## config.mk

```make
export PLATFORM = sky130hd
export DESIGN_NAME = cpu_decode_ctrl
export DESIGN_NICKNAME = d
export VERILOG_FILES = /design/src/rtl/cpu_ctrl_pkg.sv /design/src/rtl/cpu_ctrl_decode.sv /design/src/rtl/cpu_decode_ctrl.sv
export SDC_FILE = /design/constraint.sdc
export NUM_CORES = 1
export LEC_CHECK = 0
export ABC_AREA = 1
export BUFFER_PORTS_ARGS = -buffer_cell sky130_fd_sc_hd__clkbuf_2
export CAP_MARGIN = 25
export CORE_MARGIN = 2
export CORE_UTILIZATION = 40
export CTS_CLUSTER_SIZE = 24
export DETAILED_ROUTE_END_ITERATION = 8
export PLACE_DENSITY_LB_ADDON = 0.25
export SETUP_SLACK_MARGIN = 0.4
export SKIP_CTS_REPAIR_TIMING = 1
export SLEW_MARGIN = 20
export SYNTH_ARGS = -nofsm -noshare
export SYNTH_HDL_FRONTEND = slang
export SYNTH_SLANG_ARGS = --single-unit
export TNS_END_PERCENT = 5
```

## constraint.sdc

```tcl
create_clock -name clk -period 3.1 [get_ports clk]
set_clock_uncertainty 0.1 [all_clocks]
set_input_delay 0.62 -clock clk [delete_from_list [all_inputs] [get_ports clk]]
set_output_delay 0.62 -clock clk [all_outputs]
set_load 0.02 [all_outputs]
```

## src/rtl/cpu_ctrl_pkg.sv

```systemverilog
// Shared opcode, write-back and ALU-op encodings plus the decoded control bundle
// used by the ID stage controller.
package cpu_ctrl_pkg;

  localparam logic [6:0] OPC_LOAD   = 7'b0000011;
  localparam logic [6:0] OPC_STORE  = 7'b0100011;
  localparam logic [6:0] OPC_BRANCH = 7'b1100011;
  localparam logic [6:0] OPC_OP     = 7'b0110011;
  localparam logic [6:0] OPC_OPIMM  = 7'b0010011;
  localparam logic [6:0] OPC_JAL    = 7'b1101111;
  localparam logic [6:0] OPC_JALR   = 7'b1100111;
  localparam logic [6:0] OPC_LUI    = 7'b0110111;
  localparam logic [6:0] OPC_AUIPC  = 7'b0010111;
  localparam logic [6:0] OPC_SYSTEM = 7'b1110011;

  localparam logic [1:0] WB_ALU = 2'b00;
  localparam logic [1:0] WB_MEM = 2'b01;
  localparam logic [1:0] WB_PC4 = 2'b10;
  localparam logic [1:0] WB_IMM = 2'b11;

  localparam logic [1:0] ALUOP_ADD    = 2'b00;
  localparam logic [1:0] ALUOP_BRANCH = 2'b01;
  localparam logic [1:0] ALUOP_RI     = 2'b10;

  typedef struct packed {
    logic       branch;
    logic       mem_read;
    logic       mem_write;
    logic       alu_src;
    logic       reg_write;
    logic       jump;
    logic       jalr_sel;
    logic       csr_read;
    logic       alu_src1_is_pc;
    logic [1:0] alu_op;
    logic [1:0] wb_src;
  } ctrl_t;

  function automatic logic is_known_opcode(input logic [6:0] opc);
    case (opc)
      OPC_LOAD, OPC_STORE, OPC_BRANCH, OPC_OP, OPC_OPIMM,
      OPC_JAL, OPC_JALR, OPC_LUI, OPC_AUIPC, OPC_SYSTEM: return 1'b1;
      default: return 1'b0;
    endcase
  endfunction

endpackage

```

## src/rtl/cpu_ctrl_decode.sv

```systemverilog
// Combinational opcode decoder: raw instruction to control bundle and register-use flags.
// The illegal output exists only when CPU_CTRL_ILLEGAL_TRAP_EN is defined.
module cpu_ctrl_decode
  import cpu_ctrl_pkg::*;
(
  input  logic [31:0] instr,
  output ctrl_t       ctrl,
  output logic        use_rs1,
  output logic        use_rs2
`ifdef CPU_CTRL_ILLEGAL_TRAP_EN
  ,
  output logic        illegal
`endif
);

  logic [6:0] opcode;
  logic       writes_rd;
  logic       unused_bits;

  assign opcode      = instr[6:0];
  assign unused_bits = ^instr[31:12];

  always_comb begin
    ctrl      = '0;
    writes_rd = 1'b0;
    use_rs1   = 1'b1;
    use_rs2   = 1'b0;
    case (opcode)
      OPC_LOAD: begin
        ctrl.mem_read = 1'b1;
        ctrl.alu_src  = 1'b1;
        ctrl.wb_src   = WB_MEM;
        writes_rd     = 1'b1;
      end
      OPC_STORE: begin
        ctrl.mem_write = 1'b1;
        ctrl.alu_src   = 1'b1;
        use_rs2        = 1'b1;
      end
      OPC_BRANCH: begin
        ctrl.branch = 1'b1;
        ctrl.alu_op = ALUOP_BRANCH;
        use_rs2     = 1'b1;
      end
      OPC_OP: begin
        ctrl.alu_op = ALUOP_RI;
        writes_rd   = 1'b1;
        use_rs2     = 1'b1;
      end
      OPC_OPIMM: begin
        ctrl.alu_op  = ALUOP_RI;
        ctrl.alu_src = 1'b1;
        writes_rd    = 1'b1;
      end
      OPC_JAL: begin
        ctrl.jump   = 1'b1;
        ctrl.wb_src = WB_PC4;
        writes_rd   = 1'b1;
        use_rs1     = 1'b0;
      end
      OPC_JALR: begin
        ctrl.jump     = 1'b1;
        ctrl.jalr_sel = 1'b1;
        ctrl.wb_src   = WB_PC4;
        writes_rd     = 1'b1;
      end
      OPC_LUI: begin
        ctrl.wb_src = WB_IMM;
        writes_rd   = 1'b1;
        use_rs1     = 1'b0;
      end
      OPC_AUIPC: begin
        ctrl.alu_src1_is_pc = 1'b1;
        writes_rd           = 1'b1;
        use_rs1             = 1'b0;
      end
      OPC_SYSTEM: begin
        ctrl.csr_read = 1'b1;
        ctrl.wb_src   = WB_IMM;
        writes_rd     = 1'b1;
      end
      default: begin
        ctrl.alu_src = 1'b1;
      end
    endcase
    // Writes to x0 are architecturally dropped, so never raise reg_write for them.
    ctrl.reg_write = writes_rd && (instr[11:7] != 5'd0);
  end

`ifdef CPU_CTRL_ILLEGAL_TRAP_EN
  assign illegal = !is_known_opcode(opcode) || (instr[1:0] != 2'b11);
`endif

endmodule

```

## src/rtl/cpu_decode_ctrl.sv

```systemverilog
// ID/EX stage controller: valid/ready intake, registered control bundle, flush, stall
// and single-bubble load-use hazard insertion. Optional trap flag via CPU_CTRL_ILLEGAL_TRAP_EN.
module cpu_decode_ctrl
  import cpu_ctrl_pkg::*;
#(
  parameter int XLEN       = 32,
  parameter int REG_ADDR_W = 5
) (
  input  logic                  clk,
  input  logic                  rst_n,
  input  logic                  in_valid,
  output logic                  in_ready,
  input  logic [31:0]           in_instr,
  input  logic [XLEN-1:0]       in_pc,
  input  logic                  flush,
  input  logic                  ex_ready,
  output logic                  out_valid,
  output logic [XLEN-1:0]       out_pc,
  output logic [REG_ADDR_W-1:0] out_rs1,
  output logic [REG_ADDR_W-1:0] out_rs2,
  output logic [REG_ADDR_W-1:0] out_rd,
  output logic [2:0]            out_funct3,
  output logic                  out_branch,
  output logic                  out_mem_read,
  output logic                  out_mem_write,
  output logic                  out_alu_src,
  output logic                  out_reg_write,
  output logic                  out_jump,
  output logic                  out_jalr_sel,
  output logic                  out_csr_read,
  output logic                  out_alu_src1_is_pc,
  output logic [1:0]            out_alu_op,
  output logic [1:0]            out_wb_src
`ifdef CPU_CTRL_ILLEGAL_TRAP_EN
  ,
  output logic                  out_illegal
`endif
);

  ctrl_t                  dec_ctrl;
  ctrl_t                  ctrl_q;
  logic                   use_rs1;
  logic                   use_rs2;
  logic [REG_ADDR_W-1:0]  in_rs1;
  logic [REG_ADDR_W-1:0]  in_rs2;
  logic [REG_ADDR_W-1:0]  in_rd;
  logic                   advance;
  logic                   hazard;
  logic                   load_now;

`ifdef CPU_CTRL_ILLEGAL_TRAP_EN
  logic dec_illegal;
`endif

  cpu_ctrl_decode u_decode (
    .instr   (in_instr),
    .ctrl    (dec_ctrl),
    .use_rs1 (use_rs1),
    .use_rs2 (use_rs2)
`ifdef CPU_CTRL_ILLEGAL_TRAP_EN
    ,
    .illegal (dec_illegal)
`endif
  );

  assign in_rs1 = REG_ADDR_W'(in_instr[19:15]);
  assign in_rs2 = REG_ADDR_W'(in_instr[24:20]);
  assign in_rd  = REG_ADDR_W'(in_instr[11:7]);

  // rs2 is checked even for stores: no store-data forwarding, so the store waits too.
  assign advance  = !out_valid || ex_ready;
  assign hazard   = out_valid && ctrl_q.mem_read && (out_rd != '0) &&
                    ((use_rs1 && (in_rs1 == out_rd)) || (use_rs2 && (in_rs2 == out_rd)));
  assign in_ready = advance && !hazard && !flush;
  assign load_now = advance && !hazard && in_valid;

  always_ff @(posedge clk or negedge rst_n) begin
    if (!rst_n) begin
      out_valid  <= 1'b0;
      out_pc     <= '0;
      out_rs1    <= '0;
      out_rs2    <= '0;
      out_rd     <= '0;
      out_funct3 <= '0;
      ctrl_q     <= '0;
    end else if (flush) begin
      out_valid <= 1'b0;
      ctrl_q    <= '0;
    end else if (advance) begin
      if (load_now) begin
        out_valid  <= 1'b1;
        out_pc     <= in_pc;
        out_rs1    <= in_rs1;
        out_rs2    <= in_rs2;
        out_rd     <= in_rd;
        out_funct3 <= in_instr[14:12];
        ctrl_q     <= dec_ctrl;
      end else begin
        out_valid <= 1'b0;
        ctrl_q    <= '0;
      end
    end
  end

`ifdef CPU_CTRL_ILLEGAL_TRAP_EN
  always_ff @(posedge clk or negedge rst_n) begin
    if (!rst_n) begin
      out_illegal <= 1'b0;
    end else if (flush) begin
      out_illegal <= 1'b0;
    end else if (advance) begin
      out_illegal <= load_now && dec_illegal;
    end
  end
`endif

  assign out_branch         = ctrl_q.branch;
  assign out_mem_read       = ctrl_q.mem_read;
  assign out_mem_write      = ctrl_q.mem_write;
  assign out_alu_src        = ctrl_q.alu_src;
  assign out_reg_write      = ctrl_q.reg_write;
  assign out_jump           = ctrl_q.jump;
  assign out_jalr_sel       = ctrl_q.jalr_sel;
  assign out_csr_read       = ctrl_q.csr_read;
  assign out_alu_src1_is_pc = ctrl_q.alu_src1_is_pc;
  assign out_alu_op         = ctrl_q.alu_op;
  assign out_wb_src         = ctrl_q.wb_src;

endmodule

```

==> results of run 1 <==
## logic make-up (layout without fill, tap and decap cells)
kind of cell	count (synthesis)	count (layout)	synth area share [%]
AOI/OAI and AO/OA	16	16	3.77
xor gates and xnor gates	6	6	1.74
buffers and inverters	43	167	7.17
DFF	63	63	52.2
and+or+nand+nor	239	239	35.1
## metrics by stage
step                instances  utilization, %  hold WS, ns  instance area [um2]
detailed placement        576            50.8        0.357                 3710
finish                    590            53.1        0.201                 3870
global route              590            53.1        0.248                 3870
global placement          576            50.8        0.353                 3710
CTS                       590            53.1        0.217                 3870
floorplan                 367               -        0.224                 3020
## worst max-delay path, stage by stage
cell and delay [ns]:
clkbuf_2 0.14, nand2_1 0.08, nor2_1 0.13, nand2_1 0.09, nand2_1 0.09, nor2_1 0.05, nand2_1 0.05, nand2_1 0.05
nand2_2 0.16, nand2_1 0.07, nor2_1 0.10, clkbuf_2 0.17
## layout by cell type (no fill, tap or decap), types with 2 or more instances in the layout
| cell | instances |
|---|---|
| a21oi_1 | 2 |
| buf_4 | 6 |
| clkbuf_1 | 2 |
| clkbuf_2 | 125 |
| clkbuf_8 | 11 |
| dfrtp_1 | 63 |
| inv_1 | 19 |
| nand2_1 | 152 |
| nand2_2 | 2 |
| nand3_1 | 10 |
| nand4_1 | 51 |
| nor2_1 | 18 |
| nor3_1 | 2 |
| o21ai_0 | 5 |
| o21ai_2 | 8 |
| xnor2_1 | 2 |
| xor2_1 | 4 |
## flip-flops by register name, indices dropped and copies added, names as in the netlist
register,count
out_pc,32
out_wb_src,2
out_mem_write,1
out_jump,1
out_rs2,5
out_alu_src1_is_pc,1
out_csr_read,1
out_alu_src,1
out_valid,1
out_jalr_sel,1
out_mem_read,1
out_alu_op,2
out_funct3,3
out_rd,5
out_reg_write,1
out_rs1,5
## metal layers
metal,global-route usage (%),up-vias,part of all wire [%]
li1,-,1448,-
met1,27.9,1348,46
met2,28.9,82,47
met3,3.92,9,5.9
met4,6.82,0,1.2
met5,0,-,0
## power groups by stage
stage	registers (mW)	clock network, mW	logic [mW]
global route	1.00	0.669	0.543
CTS	0.989	0.629	0.498
finish	0.988	0.615	0.492
detailed placement	1.00	0	0.499
global placement	1.00	0	0.490
floorplan	1.12	0	0.169
## worst max path at each step
stage | startpoint | endpoint | cells past startpoint
2_1_floorplan | in_instr[1] | in_ready | 11
3_3_place_gp | in_instr[3] | in_ready | 13
3_5_place_dp | in_instr[3] | in_ready | 13
4_1_cts | in_instr[3] | in_ready | 13
5_1_grt | in_instr[4] | in_ready | 12
6_report | in_instr[4] | in_ready | 12
## area by class of cell
cell class / instances / area, um2 / area share, %
clock inverters: 1 / 5.00 / 0.129
multi-input cells: 261 / 1240 / 32.0
well taps: 99 / 124 / 3.20
repair buffers: 133 / 696 / 18.0
clock buffers: 13 / 159 / 4.10
inverters: 20 / 75.1 / 1.94
flip-flops and latches: 63 / 1580 / 40.7
==> impl_summary.txt, run 1 <==
----------------------------------------------------
[Status]
  Run status ... finished clean

[Power and ir drop]
  Pwr Total ... 2.10 mW
  Power per Cell Area ... 541 nW/um2
  Fraction of power consumed by the clock network ... 29.4%
  Leak pwr ... 2.23 nW
  Power Internal ... 1.42 mW
  Sw Ratio ... 32.4%
  P_sw ... 0.680 mW
  Worst VDD drop ... 0.295 mV
  Sequential fraction of design power ... a little under half
  Part of the total power dissipated in combinational logic ... about a quarter

[Yosys]
  Number of unique standard cell types used by synthesis ... 21
  Synthesis warning total ... 0
  Async SR Flop Fraction ... 100%
  Synthesized netlist cell count ... 367
  Count of flip-flops with a built-in enable after synthesis ... 0
  Leading post-synthesis cells by cell area ... dfrtp_1 (52%), nand2_1 (19%), nand4_1 (11%)
  Sequential element share of the synthesized area ... 52.2%
  Leading register cell type out of synthesis ... dfrtp_1
  Most common library cells after synthesis ... nand2_1 (153), dfrtp_1 (63), nand4_1 (51), nor2_1 (20), inv_1 (19)
  Most frequent cell after synthesis ... nand2_1
  Net count after synthesis ... around 440
  Post-Syn Area per Cell ... roughly 8.2 um2
  Post-synthesis cell type with the largest combined area ... dfrtp_1
  Netlist area before placement ... 3020 um2
  Post-synthesis register bit count ... 63
  Yosys top cell area share ... 52.2%

[Timing]
  Transition time at the pin with the least slew margin ... 0.610 ns
  Max Fclk ... 399 MHz
  Ratio of final minimum period to clock period ... 80.9%
  Final WS setup ... approximately 0.59 ns
  Unrepaired setup endpoints after global routing ... false
  Normalized max-slew margin ... between 50% and 60%
  Final-report max-slew violation count ... 0
  Count of endpoints failing hold in the final timing report ... 0
  Final number of setup-violating endpoints ... 0
  Post-route minimum period ... 2.51 ns
  Summed negative setup slack over all endpoints ... 0 ns

[Critical path]
  R2r setup slk ... 1.02 ns
  Reg-to-reg endpoint ... out_csr_read
  Endpoint kind of the worst setup timing path ... output port
  Worst EP required ... 2.38 ns
  Max FO, Critical Path ... 7
  Number of cells on the worst reg-to-reg path ... 8
  Arrival @ worst endpoint ... 1.79 ns
  CP startpoint kind ... input pin
  Crit Path Category ... in2out
  Worst R2R Start ... out_rd[2]

[Drt]
  Drt total wl ... 7.90 mm
  Via-to-Cell Ratio ... ~5
  Count of routing violations after the opening detailed-route iteration ... between 150 and 200
  Number of antenna-violating nets in the routed design ... 0
  Post-detailed-route wirelength per cell ... 13.4 um
  Post-detailed-route DRC marker count ... 0
  Length of the first detailed-routing pass in iterations ... 4
  Total number of vias ... 2887

[Clock network]
  Buffer levels on the longest clock path ... 2
  TritonCTS clock tree ... yes
  Buffer cell driving the clock tree root ... clkbuf_8
  Number of buffers added by the clock tree synthesis step ... 9
  Source-to-sink clock delay at the later pin of the worst-skew pair ... 0.32 ns
  Clock-pin slew reported for the worst setup and hold paths after clock tree synthesis ... 0.06 ns
  Clock H-tree levels ... 3
  # clock sinks ... 63

[Placed design]
  Setup WS pre-CTS ... 0.557 ns
  Final HPWL DP ... between 5 and 6 mm
  Routability-driven placement congestion ratio ... between 0.8 and 0.9
  Count of input and output buffers ... 126

[Run]
  Reported max-cap violation count ... 0

[Floorplan]
  Number of top-level pins ... 134
  Horiz. Die Dim ... 90.9 um
  Core Footprint ... 7290 um2
  DIE HEIGHT ... 90.9 um
  Die area ... 8260 um2
  Std cell rows ... 31
  Effective utilization at floorplan ... 41.4%

[Finish]
  Number of inserted diodes ... 0
  Relative area change from synthesis to final layout ... 28.3%
  Share of layout cells above drive strength 1 ... about 32%
  Number of filler cells placed in the layout ... 750
  Final layout net count ... 557

[Global routing]
  Pin count of the biggest net entering global routing ... 51
  Via count of the first global-routing pass ... roughly 2500
  Wire length of the first global-routing pass ... 12.8 mm
  Overall fraction of global-route tracks in use ... between 10% and 20%
  Aggregate global routing overflow ... 0
  Antenna violations before repair ... 0

[Worst hold path]
  Hold WC Path Type ... in2async

----------------------------------------------------
No activity file was read; power rests on OpenSTA's default activity.
==> inputs of run 2 (changes only) <==
==> constraint.sdc (replaced) <==
create_clock -name clk -period 2 [get_ports clk]
set_clock_uncertainty 0.1 [all_clocks]
set_input_delay 0.4 -clock clk [delete_from_list [all_inputs] [get_ports clk]]
set_output_delay 0.4 -clock clk [all_outputs]
set_load 0.02 [all_outputs]
==> impl_summary.txt, run 2 (synthesized netlist as in run 1, its figures left out) <==
----------------------------------------------------
[Power and ir drop]
  Worst VDD drop ... 0.402 mV
  Leak pwr ... approximately 2.4 nW
  Power per Cell Area ... 824 nW/um2

[Timing]
  Final-report max-slew violation count ... 0
  Normalized max-slew margin ... about three quarters
  Post-route minimum period ... 2.11 ns
  Final WS setup ... -0.114 ns
  Count of endpoints failing hold in the final timing report ... 0
  Max Fclk ... between 400 and 500 MHz
  Final number of setup-violating endpoints ... 1
  Ratio of final minimum period to clock period ... 106%
  Transition time at the pin with the least slew margin ... 0.397 ns
  Summed negative setup slack over all endpoints ... -0.114 ns
  Unrepaired setup endpoints after global routing ... true

[Drt]
  Number of antenna-violating nets in the routed design ... 0
  Via-to-Cell Ratio ... 4.82
  Length of the first detailed-routing pass in iterations ... 5
  Total number of vias ... 2945
  Drt total wl ... 8.31 mm
  Post-detailed-route DRC marker count ... 0
  Post-detailed-route wirelength per cell ... 13.6 um
  Count of routing violations after the opening detailed-route iteration ... between 100 and 150

[Clock network]
  Buffer cell driving the clock tree root ... clkbuf_8
  Number of buffers added by the clock tree synthesis step ... 9
  TritonCTS clock tree ... yes
  Clock H-tree levels ... 3
  Buffer levels on the longest clock path ... 2
  # clock sinks ... 63
  Clock-pin slew reported for the worst setup and hold paths after clock tree synthesis ... 0.08 ns
  Source-to-sink clock delay at the later pin of the worst-skew pair ... 0.33 ns

[Global routing]
  Aggregate global routing overflow ... 0
  Wire length of the first global-routing pass ... about 13 mm
  Pin count of the biggest net entering global routing ... 64
  Overall fraction of global-route tracks in use ... roughly a fifth
  Via count of the first global-routing pass ... 2654
  Antenna violations before repair ... 0

[Critical path]
  Bufs and invs on worst path ... 2
  Arrival @ worst endpoint ... 1.61 ns
  R2r setup slk ... approximately 0.15 ns
  Cell-by-cell listing of the critical path ... inv_2 -> nand2_1 -> nand2_1 -> nand3_1 -> nor2_1 -> nand3_1 -> nand2_2 -> nand2_4 -> nand2_4 -> nor2_4 -> buf_6
  Number of cells on the worst reg-to-reg path ... 12
  CP startpoint kind ... flip-flop
  Worst R2R Start ... out_rd[1]
  Top Family by Delay on Critical Path ... simple AND/OR/NAND/NOR gates
  Slowest cell on the critical path ... dfrtp_2
  Endpoint kind of the worst setup timing path ... output port
  Crit Path Category ... reg2out
  Reg-to-reg endpoint ... out_csr_read
  Max FO, Critical Path ... 5
  Worst path max stage delay ... around 0.44 ns
  Worst EP required ... 1.50 ns

[Floorplan]
  Core Footprint ... ~7300 um2
  Number of top-level pins ... 134
  DIE HEIGHT ... 90.9 um
  Die area ... 8260 um2
  Horiz. Die Dim ... 90.9 um
  Std cell rows ... 31
  Effective utilization at floorplan ... 41.4%

[Placed design]
  Routability-driven placement congestion ratio ... 0.830
  Number of cells in the design after placement ... 585
  Post-DP Area ... slightly below 4000 um2
  Count of input and output buffers ... 126
  Final HPWL DP ... 5.58 mm

[Worst hold path]
  Terminating pin of the worst hold path ... out_pc[7]
  Hold wc startpoint ... in_pc[7]
  WHS Path Cells ... 3
  Hold WC Path Type ... in2reg

[Finish]
  Share of layout cells above drive strength 1 ... 38.9%
  Number of inserted diodes ... 0
  Relative area change from synthesis to final layout ... 39.9%
  Core utilization of the finished layout ... 57.9%
  Finished Cell Area ... 4220 um2
  Commonest cells after routing, fill and taps aside ... nand2_1 (144), clkbuf_2 (124), dfrtp_1 (59)
  Number of non-filler instances in the completed layout ... between 600 and 700
  Final layout net count ... between 500 and 600
  Most flops, register ... out_pc
  Leading cell type in the layout, fill and taps excluded ... nand2_1
  Number of flip-flops under the largest register name ... 32

[Status]
  Run status ... finished, violations left
  Violations in the final reports ... negative setup slack

[Run]
  Reported max-cap violation count ... 0

----------------------------------------------------
==> run 2: changes by cell type in the layout (fill, tap and decap cells not counted), moves of 4 or more <==
cell	delta
buf_4	+10
nand2_1	-8
nand2_2	+6
dfrtp_1	-4
dfrtp_2	+4
==> run 2: layout make-up <==
class | instances | area, um2
fill | 757 | 3070
timing repair buffer | 152 | 948
inverter | 20 | 82.6
tap | 99 | 124
clock inverter | 7 | 73.8
sequential | 63 | 1580
clock buffer | 9 | 124
multi-input combinational | 261 | 1290
==> run 2: worst max path at each step <==
stage | endpoint | slack [ns] | cells after the start | start
global placement | in_ready | -0.07 | 13 | in_instr[3]
floorplan | in_ready | 0.16 | 12 | in_instr[3]
global route | in_ready | -0.24 | 12 | out_rd[0]
CTS | in_ready | -0.29 | 8 | out_rd[3]
finish | in_ready | -0.11 | 11 | out_rd[1]
detailed placement | in_ready | -0.09 | 13 | in_instr[3]
==> run 2: worst reg2reg max path, stage by stage (launching register included) <==
cell	delay (ns)
dfrtp_2	0.44
inv_2	0.09
nand2_1	0.05
nand2_1	0.05
nand3_1	0.06
nor2_1	0.11
nand3_1	0.10
nand2_2	0.09
nand2_4	0.07
buf_4	0.15
nand3_4	0.15
buf_12	0.19
o21ai_0	0.09
==> run 2: through the flow <==
step | hold WS [ns] | setup WS (ns) | power [mW]
finish | 0.190 | -0.114 | 3.48
global route | 0.181 | -0.240 | 3.66
CTS | -0.0271 | -0.288 | 3.46
detailed placement | 0.339 | -0.0851 | 2.35
global placement | 0.342 | -0.0718 | 2.34
floorplan | 0.00441 | 0.156 | 2.01
==> run 2: routing by layer <==
layer / up-vias / GRT usage (%) / wire, um
li1: 1490 / - / -
met1: 1368 / 25.7 / 3730
met2: 83 / 30.3 / 3990
met3: 4 / 5.76 / 525
met4: 0 / 6.82 / 53
met5: - / 0 / 0
==> run 2: where the power goes <==
group	switching, mW	leakage (nW)	internal [mW]	total (mW)
registers	0.105	0.795	1.43	1.54
clock network	0.522	0.0992	0.577	1.10
logic	0.526	1.50	0.318	0.844
total	1.15	2.40	2.33	3.48
==> inputs of run 3 (changes only) <==
--- a/config.mk
+++ b/config.mk
@@ -13,7 +13,6 @@
 export CTS_CLUSTER_SIZE = 24
 export DETAILED_ROUTE_END_ITERATION = 8
 export PLACE_DENSITY_LB_ADDON = 0.25
-export SETUP_SLACK_MARGIN = 0.4
 export SKIP_CTS_REPAIR_TIMING = 1
 export SLEW_MARGIN = 20
 export SYNTH_ARGS = -nofsm -noshare
==> impl_summary.txt, run 3 (synthesized netlist as in run 1, its figures left out) <==
----------------------------------------------------
[Critical path]
  Arrival @ worst endpoint ... around 1.6 ns
  Worst R2R Start ... out_rd[1]
  Cell-by-cell listing of the critical path ... inv_2 -> nand2_1 -> nand2_1 -> nand3_1 -> nor2_1 -> nand3_1 -> nand2_2 -> nand2_4 -> nand2_2 -> nor2_2 -> buf_6
  CP startpoint kind ... flip-flop
  Endpoint kind of the worst setup timing path ... output port
  Bufs and invs on worst path ... 2
  Worst path max stage delay ... 0.45 ns
  Number of cells on the worst reg-to-reg path ... 13
  Reg-to-reg endpoint ... out_pc[7]
  Max FO, Critical Path ... 5
  Slowest cell on the critical path ... dfrtp_2
  Crit Path Category ... reg2out
  Count of cell instances traversed by the critical path ... 11
  Worst EP required ... 1.50 ns
  R2r setup slk ... 0.23 ns
  Top Family by Delay on Critical Path ... simple AND/OR/NAND/NOR gates

[Status]
  Run status ... finished, violations left
  Violations in the final reports ... negative hold slack, negative setup slack

[Timing]
  Max Fclk ... 470 MHz
  Post-route minimum period ... approximately 2.1 ns
  Final WS setup ... -0.129 ns
  Final-report max-slew violation count ... 0
  Count of endpoints failing hold in the final timing report ... 50
  Hold slack final ... -0.0410 ns
  Ratio of final minimum period to clock period ... 106%
  Normalized max-slew margin ... 76.3%
  Final number of setup-violating endpoints ... 1
  Transition time at the pin with the least slew margin ... 0.355 ns
  Unrepaired setup endpoints after global routing ... true

[Clock network]
  Number of buffers added by the clock tree synthesis step ... 9
  # clock sinks ... 63
  Source-to-sink clock delay at the later pin of the worst-skew pair ... 0.33 ns
  Clock H-tree levels ... 3
  Buffer levels on the longest clock path ... 2
  Buffer cell driving the clock tree root ... clkbuf_8
  Clock-pin slew reported for the worst setup and hold paths after clock tree synthesis ... about 0.07 ns
  TritonCTS clock tree ... yes

[Run]
  Reported max-cap violation count ... 0

[Floorplan]
  Effective utilization at floorplan ... roughly 41%
  Die area ... ~8300 um2
  Horiz. Die Dim ... 90.9 um
  Std cell rows ... 31
  Core Footprint ... 7290 um2
  DIE HEIGHT ... 90.9 um
  Number of top-level pins ... 134

[Finish]
  Relative area change from synthesis to final layout ... 35.0%
  Commonest cells after routing, fill and taps aside ... nand2_1 (150), clkbuf_2 (124), dfrtp_1 (61)
  Final layout net count ... 571
  Number of inserted diodes ... 0
  Number of flip-flops under the largest register name ... 32
  Leading cell type in the layout, fill and taps excluded ... nand2_1
  Share of layout cells above drive strength 1 ... 36.4%
  Most flops, register ... out_pc
  Core utilization of the finished layout ... ~56%

[Drt]
  Post-detailed-route wirelength per cell ... 13.3 um
  Number of antenna-violating nets in the routed design ... 0
  Count of routing violations after the opening detailed-route iteration ... 196
  Total number of vias ... 2933
  Via-to-Cell Ratio ... 4.85
  Post-detailed-route DRC marker count ... 0
  Length of the first detailed-routing pass in iterations ... 4
  Drt total wl ... between 8 and 9 mm

[Power and ir drop]
  Leak pwr ... 2.34 nW
  Pwr Total ... 3.38 mW
  Worst VDD drop ... 0.467 mV
  Power per Cell Area ... slightly above 800 nW/um2

[Placed design]
  Final HPWL DP ... roughly 5.6 mm
  Routability-driven placement congestion ratio ... 0.882
  Count of input and output buffers ... 126

[Global routing]
  Wire length of the first global-routing pass ... 13.3 mm
  Pin count of the biggest net entering global routing ... 64
  Aggregate global routing overflow ... 0
  Antenna violations before repair ... 0
  Via count of the first global-routing pass ... around 2800
  Overall fraction of global-route tracks in use ... 20.0%

[Worst hold path]
  Hold WC Path Type ... in2async

----------------------------------------------------
[run 3: cell types whose count changed in the layout (fill, tap and decap cells not counted), moves of 2 or more]
cell | previous run | this run
nand2_1 | 144 | 150
dfrtp_2 | 4 | 2
clkinv_4 | 3 | 0
nand2_2 | 8 | 3
clkbuf_8 | 9 | 12
dfrtp_1 | 59 | 61
nor2_4 | 3 | 1
clkbuf_16 | 3 | 0
[run 3: metrics by stage]
| stage | TNS [ns] | setup slack (ns) | cell area [um2] | instances |
|---|---|---|---|---|
| 2_1_floorplan | 0 | 0.00935 | 3020 | 367 |
| 3_3_place_gp | -0.555 | -0.0555 | 3840 | 587 |
| 3_5_place_dp | -1.32 | -0.0674 | 3840 | 587 |
| 4_1_cts | -0.276 | -0.276 | 4020 | 602 |
| 5_1_grt | -0.230 | -0.230 | 4070 | 605 |
| 6_report | -0.129 | -0.129 | 4070 | 605 |
[run 3: final cells by class]
cell class	instances	area (um2)
well taps	99	124
clock inverters	3	17.5
repair buffers	147	857
clock buffers	12	165
fillers	726	3220
multi-input cells	261	1250
flip-flops and latches	63	1580
inverters	20	75.1
[run 3: worst register-to-register path, stage by stage, from the launching register on]
cell and delay (ns):
dfrtp_2 0.45, inv_2 0.08, nand2_1 0.05, nand2_1 0.06, nor2_2 0.04, nand2_1 0.05
nor2_1 0.04, nand2_1 0.06, nand2_2 0.07, nand2_4 0.11, nand3_4 0.20, buf_12 0.24
nand2_1 0.07, nand2_1 0.05
[run 3: layer usage]
| layer | track usage, % | wire, um | share of wire [%] |
|---|---|---|---|
| met5 | 0 | 0 | 0 |
| met4 | 7.45 | 123 | 1.5 |
| met3 | 4.34 | 481 | 6.0 |
| met2 | 32.2 | 3730 | 46 |
| met1 | 26.5 | 3700 | 46 |
[run 3: worst max path at each step]
stage / endpoint / from
6_report: in_ready / out_rd[1]
4_1_cts: in_ready / out_rd[1]
3_3_place_gp: in_ready / in_instr[3]
2_1_floorplan: in_ready / in_instr[1]
5_1_grt: in_ready / out_rd[1]
3_5_place_dp: in_ready / in_instr[3]
[run 3: where the power goes]
part	switching [mW]	total [mW]	internal, mW
Clock	0.493	1.03	0.541
Sequential	0.103	1.53	1.43
Combinational	0.514	0.811	0.297
